==> src/rtl/mult_pkg.sv <==
// Shared definitions for the sequential shift-add multiplier.
//   state_e : controller states
//   clog2   : ceil(log2(value)), minimum 1; sizes the bit counter
package mult_pkg;

  typedef enum logic [1:0] {
    IDLE = 2'd0,
    CALC = 2'd1,
    DONE = 2'd2
  } state_e;

  function automatic int clog2(input int value);
    int res;
    int v;
    res = 0;
    v   = value - 1;
    while (v > 0) begin
      res = res + 1;
      v   = v >> 1;
    end
    if (res < 1) res = 1;
    return res;
  endfunction

endpackage

==> src/rtl/mult_abs_neg.sv <==
// Conditional two's-complement negation. When neg_i is set, res_o = -val_i,
// otherwise res_o = val_i. If neg_i is the operand's sign bit, this gives
// the absolute value. The most negative input maps to itself, which reads
// back correctly as the unsigned magnitude.
//   val_i [W-1:0] : input value
//   neg_i         : negate when 1
//   res_o [W-1:0] : result
module mult_abs_neg #(
  parameter int W = 8
) (
  input  logic [W-1:0] val_i,
  input  logic         neg_i,
  output logic [W-1:0] res_o
);

  assign res_o = neg_i ? (~val_i + W'(1)) : val_i;

endmodule

==> src/rtl/seq_shift_add_multiplier.sv <==
// Radix-2 shift-add multiplier, one multiplier bit per clock. The product is
// signed or unsigned, as selected by sgn. Both sides use valid/ready
// handshakes.
//   clk, rst_n           : clock and asynchronous active-low reset
//   in_valid / in_ready  : operand handshake (a, b and sgn are captured together)
//   a, b [WIDTH-1:0]     : multiplicand, multiplier
//   sgn                  : 1 = two's-complement operands
//   out_valid / out_ready: result handshake
//   product [2*WIDTH-1:0]: registered result, held after it drains
//
// state | meaning
// IDLE  | in_ready high, waiting for operands
// CALC  | WIDTH shift-add steps over the magnitudes
// DONE  | out_valid high, product held until out_ready
module seq_shift_add_multiplier
  import mult_pkg::*;
#(
  parameter int WIDTH = 8
) (
  input  logic               clk,
  input  logic               rst_n,
  input  logic               in_valid,
  output logic               in_ready,
  input  logic [WIDTH-1:0]   a,
  input  logic [WIDTH-1:0]   b,
  input  logic               sgn,
  output logic               out_valid,
  input  logic               out_ready,
  output logic [2*WIDTH-1:0] product
);

  localparam int               CNT_W = clog2(WIDTH + 1);
  localparam logic [CNT_W-1:0] LAST  = CNT_W'(WIDTH - 1);

  state_e             state_q;
  logic               in_ready_q;
  logic               out_valid_q;
  logic [2*WIDTH-1:0] product_q;
  logic [2*WIDTH-1:0] mcand_q;
  logic [WIDTH-1:0]   mplier_q;
  logic [2*WIDTH-1:0] acc_q;
  logic [CNT_W-1:0]   cnt_q;
  logic               neg_q;

  logic [WIDTH-1:0]   abs_a;
  logic [WIDTH-1:0]   abs_b;
  logic [2*WIDTH-1:0] acc_d;
  logic [2*WIDTH-1:0] acc_fix;

  mult_abs_neg #(.W(WIDTH)) u_abs_a (
    .val_i (a),
    .neg_i (sgn & a[WIDTH-1]),
    .res_o (abs_a)
  );

  mult_abs_neg #(.W(WIDTH)) u_abs_b (
    .val_i (b),
    .neg_i (sgn & b[WIDTH-1]),
    .res_o (abs_b)
  );

  assign acc_d = mplier_q[0] ? (acc_q + mcand_q) : acc_q;

  // Sign fixup is applied to the value the last step produces, so the
  // product loads on the same edge as the final add.
  mult_abs_neg #(.W(2*WIDTH)) u_fix (
    .val_i (acc_d),
    .neg_i (neg_q),
    .res_o (acc_fix)
  );

  always_ff @(posedge clk or negedge rst_n) begin
    if (!rst_n) begin
      state_q     <= IDLE;
      in_ready_q  <= 1'b1;
      out_valid_q <= 1'b0;
      product_q   <= '0;
      mcand_q     <= '0;
      mplier_q    <= '0;
      acc_q       <= '0;
      cnt_q       <= '0;
      neg_q       <= 1'b0;
    end else begin
      case (state_q)
        IDLE: begin
          if (in_valid) begin
            mcand_q    <= {{WIDTH{1'b0}}, abs_a};
            mplier_q   <= abs_b;
            neg_q      <= sgn & (a[WIDTH-1] ^ b[WIDTH-1]);
            acc_q      <= '0;
            cnt_q      <= '0;
            in_ready_q <= 1'b0;
            state_q    <= CALC;
          end
        end
        CALC: begin
          acc_q    <= acc_d;
          mcand_q  <= mcand_q << 1;
          mplier_q <= mplier_q >> 1;
          cnt_q    <= cnt_q + CNT_W'(1);
          if (cnt_q == LAST) begin
            product_q   <= acc_fix;
            out_valid_q <= 1'b1;
            state_q     <= DONE;
          end
        end
        DONE: begin
          if (out_ready) begin
            out_valid_q <= 1'b0;
            in_ready_q  <= 1'b1;
            state_q     <= IDLE;
          end
        end
        default: begin
          state_q     <= IDLE;
          in_ready_q  <= 1'b1;
          out_valid_q <= 1'b0;
        end
      endcase
    end
  end

  assign in_ready  = in_ready_q;
  assign out_valid = out_valid_q;
  assign product   = product_q;

endmodule

==> config.mk <==
export PLATFORM = sky130hd
export DESIGN_NAME = seq_shift_add_multiplier
export DESIGN_NICKNAME = d
export VERILOG_FILES = /design/src/rtl/mult_pkg.sv /design/src/rtl/mult_abs_neg.sv /design/src/rtl/seq_shift_add_multiplier.sv
export SDC_FILE = /design/constraint.sdc
export NUM_CORES = 1
export LEC_CHECK = 0
export ABC_AREA = 1
export CAP_MARGIN = 20
export CORE_AREA = 2 2 104 106
export CTS_CLUSTER_SIZE = 40
export DETAILED_ROUTE_END_ITERATION = 16
export DIE_AREA = 0 0 106 108
export REMOVE_ABC_BUFFERS = 1
export SLEW_MARGIN = 30
export SYNTH_ARGS = -nofsm -noshare
export SYNTH_HDL_FRONTEND = slang
export SYNTH_SLANG_ARGS = --single-unit
==> constraint.sdc <==
create_clock -name clk -period 2.9 [get_ports clk]
set_input_delay 0.435 -clock clk [delete_from_list [all_inputs] [get_ports clk]]
set_output_delay 0.435 -clock clk [all_outputs]
set_load 0.02 [all_outputs]
### After elaboration in Yosys (flattened, before gate mapping)

Index checks and enable logic that the tools add are counted.

| storage, ports and cells | value |
|---|---|
| bits in registers | 65 |
| output and inout port bits | 18 |
| logic and storage cells | 59 |

| cells by class | value |
|---|---|
| add/sub/neg operators | 5 |
| eq/ne operators | 6 |
| muxes and demuxes | 22 |
| bitwise gates (word level) | 9 |
| reduce and logical (&&, ||, !) cells | 8 |

Operators with widths:

| operator | number |
|---|---|
| 2-to-1 mux 16 bit | 4 |
| one-hot mux 16 bit (2 select lines) | 2 |
| 2-to-1 mux 8 bit | 3 |
| adder 16 x 1 -> 16 bit, second input constant | 1 |
| adder 16 bit | 1 |
| adder 8 x 1 -> 8 bit, second input constant | 2 |
| NOT 16 bit | 1 |
| NOT 8 bit | 2 |
| one-hot mux 8 bit (2 select lines) | 1 |
| AND reduction 3 bit | 3 |
| one-hot mux 4 bit (2 select lines) | 1 |
| 2-to-1 mux 2 bit | 3 |
| != test 2 bit, second input constant | 3 |
| one-hot mux 1 bit (3 select lines) | 2 |
| one-hot mux 2 bit (3 select lines) | 1 |
| AND reduction 2 bit | 3 |
| adder 4 x 1 -> 4 bit, second input constant | 1 |
| equality test 4 x 3 -> 1 bit, second input constant | 1 |
| 2-to-1 mux 1 bit | 4 |
| 2-to-1 mux 4 bit | 1 |
| bitwise AND 1 bit | 3 |
| equality test 2 x 1 -> 1 bit, second input constant | 1 |
| equality test 2 bit, second input constant | 1 |
| logical NOT 2 bit | 1 |
| other kinds (3) | 4 |

### Logic depth before layout (Yosys ltp)

| depth | value |
|---|---|
| word-level depth | 5 |
| gate-level depth with buffers | 18 |
| depth with buffers taken out | 18 |

### Modules after synthesis

Synthesis repeated with hierarchy kept, for this count alone.

| unflattened totals | value |
|---|---|
| cell total of the unflattened synthesis | 616 |
| area, all modules | 4,580.6 um^2 |

Modules (own cells, without submodules):

| module | times used | cells an instance | area each (um^2) | seq. area each (um^2) |
|---|---|---|---|---|
| seq_shift_add_multiplier | 1 | 449 | 3,742.3 | 1,627.8 |
| mult_abs_neg (u_fix) | 1 | 89 | 447.9 | 0.0 |
| mult_abs_neg (u_abs_a ...) | 2 | 39 | 195.2 | 0.0 |

### Worst setup path before layout

OpenSTA, ideal clock, no wires.

| timing path | value |
|---|---|
| kind | reg2reg |
| from | register mcand_q[0] |
| to | register product_q[14] (netlist: product[14]) |
| arrival time | 2,291 ps |
| required time | 2,783 ps |
| path slack | 492 ps |
| stages on the path, launching flop included | 16 |
| path buffers | 0 |
| path through | dfrtp_1 -> ha_1 -> fa_1 -> nand2_4 -> inv_2 -> nor2_4 -> ha_1 -> inv_1 -> nor2_1 -> nand3_1 -> nor2_1 -> nand2_1 -> o21ai_2 -> nand4_1 -> nand3_1 -> nand2_1 |

| between the ends | value |
|---|---|
| longest elaborated chain between the ends | 5 |

Ends and longest elaborated chain:

| what | line | source |
|---|---|---|
| start, declared | seq_shift_add_multiplier.sv:39 | `logic [2*WIDTH-1:0] mcand_q;` |
| start signal, assigned | seq_shift_add_multiplier.sv:87 | `mcand_q <= {{WIDTH{1'b0}}, abs_a};` |
| start signal, assigned | seq_shift_add_multiplier.sv:98 | `mcand_q <= mcand_q << 1;` |
| adder 16 bit * | seq_shift_add_multiplier.sv:62 | `assign acc_d = mplier_q[0] ? (acc_q + mcand_q) : acc_q;` |
| 2-to-1 mux 16 bit * | seq_shift_add_multiplier.sv:62 |  |
| NOT 16 bit | mult_abs_neg.sv:16 | `assign res_o = neg_i ? (~val_i + W'(1)) : val_i;` |
| adder 16 x 1 -> 16 bit | mult_abs_neg.sv:16 |  |
| 2-to-1 mux 16 bit * | mult_abs_neg.sv:16 |  |
| end signal, assigned | seq_shift_add_multiplier.sv:102 | `product_q <= acc_fix;` |
| end, declared | seq_shift_add_multiplier.sv:38 | `logic [2*WIDTH-1:0] product_q;` |

Mark *: on every way between the ends. The rest lies on a longest branch, timed or not.
A chain may end at the register's enable or synchronous reset.

### Worst setup path after layout

| timing path | value |
|---|---|
| from | register acc_q[0] |
| to | register product_q[12] (netlist: product[12]) |

| between the ends | value |
|---|---|
| longest elaborated chain between the ends | 5 |

Ends and longest elaborated chain:

| what | line | source |
|---|---|---|
| start, declared | seq_shift_add_multiplier.sv:41 | `logic [2*WIDTH-1:0] acc_q;` |
| start signal, assigned | seq_shift_add_multiplier.sv:80 | `acc_q <= '0;` |
| start signal, assigned | seq_shift_add_multiplier.sv:90 | `acc_q <= '0;` |
| start signal, assigned | seq_shift_add_multiplier.sv:97 | `acc_q <= acc_d;` |
| adder 16 bit | seq_shift_add_multiplier.sv:62 |  |
| 2-to-1 mux 16 bit * | seq_shift_add_multiplier.sv:62 |  |
| NOT 16 bit | mult_abs_neg.sv:16 |  |
| adder 16 x 1 -> 16 bit | mult_abs_neg.sv:16 |  |
| 2-to-1 mux 16 bit * | mult_abs_neg.sv:16 |  |

Marked as above.

==> flow_metrics.tcl <==
set metrics [dict create \
    clk_path_buf_depth 2 \
    syn_to_final_growth_pct 17.4 \
    die_w_um 106 \
    ys_ff_latch 65 \
    critPathKind "reg -> reg" \
    r2r-end "product[12]" \
    yosysWarnings 0 \
    max_freq_mhz 377 \
    fin_crit_ns 2.65 \
    worst_pin_slew_ns 0.756 \
    met2_wirelength_mm 5.06 \
    place_area_um2 4850 \
    critPathRequiredTime_ns 3.14 \
    max_stage_delay_ns 0.48 \
    rsz0062_at_grt "no" \
    grt_use_total 0.203 \
    port_buffers 38 \
    ys_types 43 \
    die-area_um2 11400 \
    start_util 0.421 \
    final_hold_viol_count 0 \
    wl_met1_mm 5.00 \
    antenna_left 0 \
    powerDensity_nw_per_um2 1250 \
    rr_startpoint "acc_q[0]" \
    core_region_area_um2 10200 \
    path_cells "ha_1 -> fa_1 -> nand2_4 -> inv_2 -> nor2_4 -> ha_1 -> inv_1 -> nor2_1 -> nand3_1 -> nor2_1 -> nand2_1 -> nor2_1 -> nand3_1 -> nand2_1 -> nand2_1 -> nand3_1 -> nand2_1" \
    worstPathMaxFanout 4 \
    path_clk_slew_ns 0.07 \
    nets 688 \
    cts_sinks 65 \
    min_path_type "in -> async" \
    drt_iter0_drc 185 \
    skew_ns 0.00717 \
    crit_path_start_kind "flip-flop" \
    post-place-ws_ns 0.289 \
    firstDrtPassIters 4 \
    final_layout_size_suffix_gt1_frac 0.0752 \
    ir_worst_vdd_uv 621 \
    cts_root_buf "clkbuf_8" \
    diodes 0 \
    fin_tns_setup_ns 0 \
    synth.avg_cell_area_um2 7.10 \
    synth.area.top_cells "dfrtp_1 (37%), nand2_1 (16%), inv_1 (6.2%)" \
    syn_inst 607 \
    grt_max_degree 37 \
    die_h_um 108 \
    slew_headroom 0.495 \
    globalRouteOverflowTotal 0 \
    grt_pass1_wl_mm 18.8 \
    cap_viol_max_count 0 \
    rows 37 \
    rr_worst_depth 17 \
    antenna_found_initial 0 \
    cp_common_cell "nand2_1" \
    routed_wl_mm 10.5 \
    stdcell_area_um2 5060 \
    status "finished, final reports clean" \
    dpl.hpwl_mm 7.86 \
    slew_violations 0 \
    ys_seq_area_frac 0.378 \
    io_pins 39 \
    routedWlPerCell_um 13.4 \
    setup_ws_ns 0.246 \
    cts_tree "built" \
    route.met3.wl_um 269 \
    crit_slowest_cell "fa_1" \
    cp.arrival_ns 2.89 \
    top_layer_used "met4" \
    vias 4038 \
    leakage_uw 0.00255 \
    gp_congestion 0.861 \
    critPathCaptureType "flip-flop" \
    via_per_inst 5.12 \
    htree_levels 3 \
    cts_buffers 9 \
    yosysTopAreaCell "dfrtp_1" \
    drc 0 \
    netlist.area_leader.share 0.372 \
    fin_crit_sh 0.915 \
    post_cts_buffers 0 \
    reg2reg_slack_ns 0.25 \
    clk_latency_ns 0.35 \
    syn_area_um2 4310 \
    cts-hold-fix-buffers 0 \
    setup_viol 0 \
    grt_pass1_vias 4141 \
]
-- layer usage --
layer,vias to the layer above,track usage
met2,64,0.361
met3,17,0.0295
met5,-,0
met1,1899,0.254
met4,0,0.0658
li1,2058,-
-- registers in the layout, indices dropped and copies added (netlist names) --
| name | flops |
|---|---|
| mplier_q | 8 |
| neg_q | 1 |
| in_ready | 1 |
| out_valid | 1 |
| mcand_q | 16 |
| acc_q | 16 |
| cnt_q | 4 |
| state_q | 2 |
| product | 16 |
-- per-stage QoR --
step           std cells   util  hold WS (ns)  power [µW]
6_report             788  0.495         0.147        6330
4_1_cts              788  0.494         0.177        6350
3_3_place_gp         772  0.474         0.463        5420
5_1_grt              788  0.495         0.223        7000
2_1_floorplan        591      -         0.139        4390
3_5_place_dp         772  0.474         0.467        5520
-- what timing repair did --
item                                    CTS  global route
endpoints found under the setup margin    0             3
endpoints found under the hold margin     0             0
gates resized for setup                   0             2
-- logic make-up (layout without fill, tap and decap cells) --
group                      count (synthesis)  after routing  synth area share
buffers and inverters                     97            142            0.0882
AOI/OAI and AO/OA                        101            101             0.145
adders and majority gates                 20             20            0.0598
and+or+nand+nor                          311            311             0.303
muxes                                      1              1           0.00232
DFF                                       65             65             0.378
xor gates and xnor gates                  12             12            0.0244
-- cells in the mapped netlist, drive strengths merged --
master and instances:
o31ai 4, fa 1, nand3b 3, o21ai 41
a21boi 1, nand2 191, nand4 3, buf 4
and2 2, o22a 1, xor2 6, a22oi 12
xnor2 6, o22ai 19, dfrtp 64, nand3 47
nor3 7, a32o 2, o221ai 2, or2 1
a22o 1, a21oi 16, o21bai 1, clkbuf 12
dfstp 1, clkinv 2, mux2i 1, ha 19
inv 79, nor2 57, a31oi 1
-- cell type report --
cell class,count,area [µm²]
Sequential cell,65,1630
Clock inverter,2,35.0
Inverter,81,309
Fill cell,1047,5170
Tap cell,136,170
Clock buffer,14,173
Timing Repair Buffer,45,440
Multi-Input combinational cell,445,2310
-- power breakdown --
part           internal, µW  leakage [µW]  switching (µW)
Clock                   468      0.000107             355
Sequential             1330      0.000819             346
Combinational          1400       0.00162            2430
Total                  3200       0.00255            3130
-- layout by cell type, fill, tap and decap left out, types with 3 or more instances in the layout --
| cell type | synthesis | final |
|---|---|---|
| nand2_1 | 186 | 185 |
| inv_1 | 71 | 71 |
| dfrtp_1 | 64 | 64 |
| nor2_1 | 52 | 51 |
| nand3_1 | 46 | 46 |
| clkdlybuf4s50_1 | 0 | 37 |
| o21ai_0 | 32 | 32 |
| o22ai_1 | 19 | 19 |
| ha_1 | 19 | 19 |
| a21oi_1 | 15 | 15 |
| a22oi_1 | 12 | 12 |
| clkbuf_8 | 0 | 12 |
| inv_2 | 7 | 7 |
| nor3_1 | 7 | 7 |
| xor2_1 | 6 | 6 |
| o21ai_1 | 6 | 6 |
| xnor2_1 | 6 | 6 |
| buf_4 | 0 | 6 |
| nand2_2 | 4 | 5 |
| nor2_2 | 3 | 4 |
| o31ai_1 | 4 | 4 |
| nand3b_1 | 3 | 3 |
| nand4_1 | 3 | 3 |
-- critical path: cells and delay by family (launching register included) --
| kind | cells | cell delay [ns] |
|---|---|---|
| adder cells (fa/ha/maj) | 3 | 0.85 |
| buffers and inverters | 2 | 0.09 |
| flip-flops | 1 | 0.41 |
| AND/OR/NAND/NOR | 12 | 1.18 |
-- worst max-delay path by stage --
stage,startpoint,end,slack [ns]
after CTS,acc_q[0],product[13],0.27
after global placement,mcand_q[0],product[12],0.32
after floorplan,mcand_q[0],product[12],0.47
final,acc_q[0],product[12],0.25
after global routing,acc_q[0],product[13],0.007
after detailed placement,acc_q[0],product[11],0.29
(Power assumes the default switching activity.)
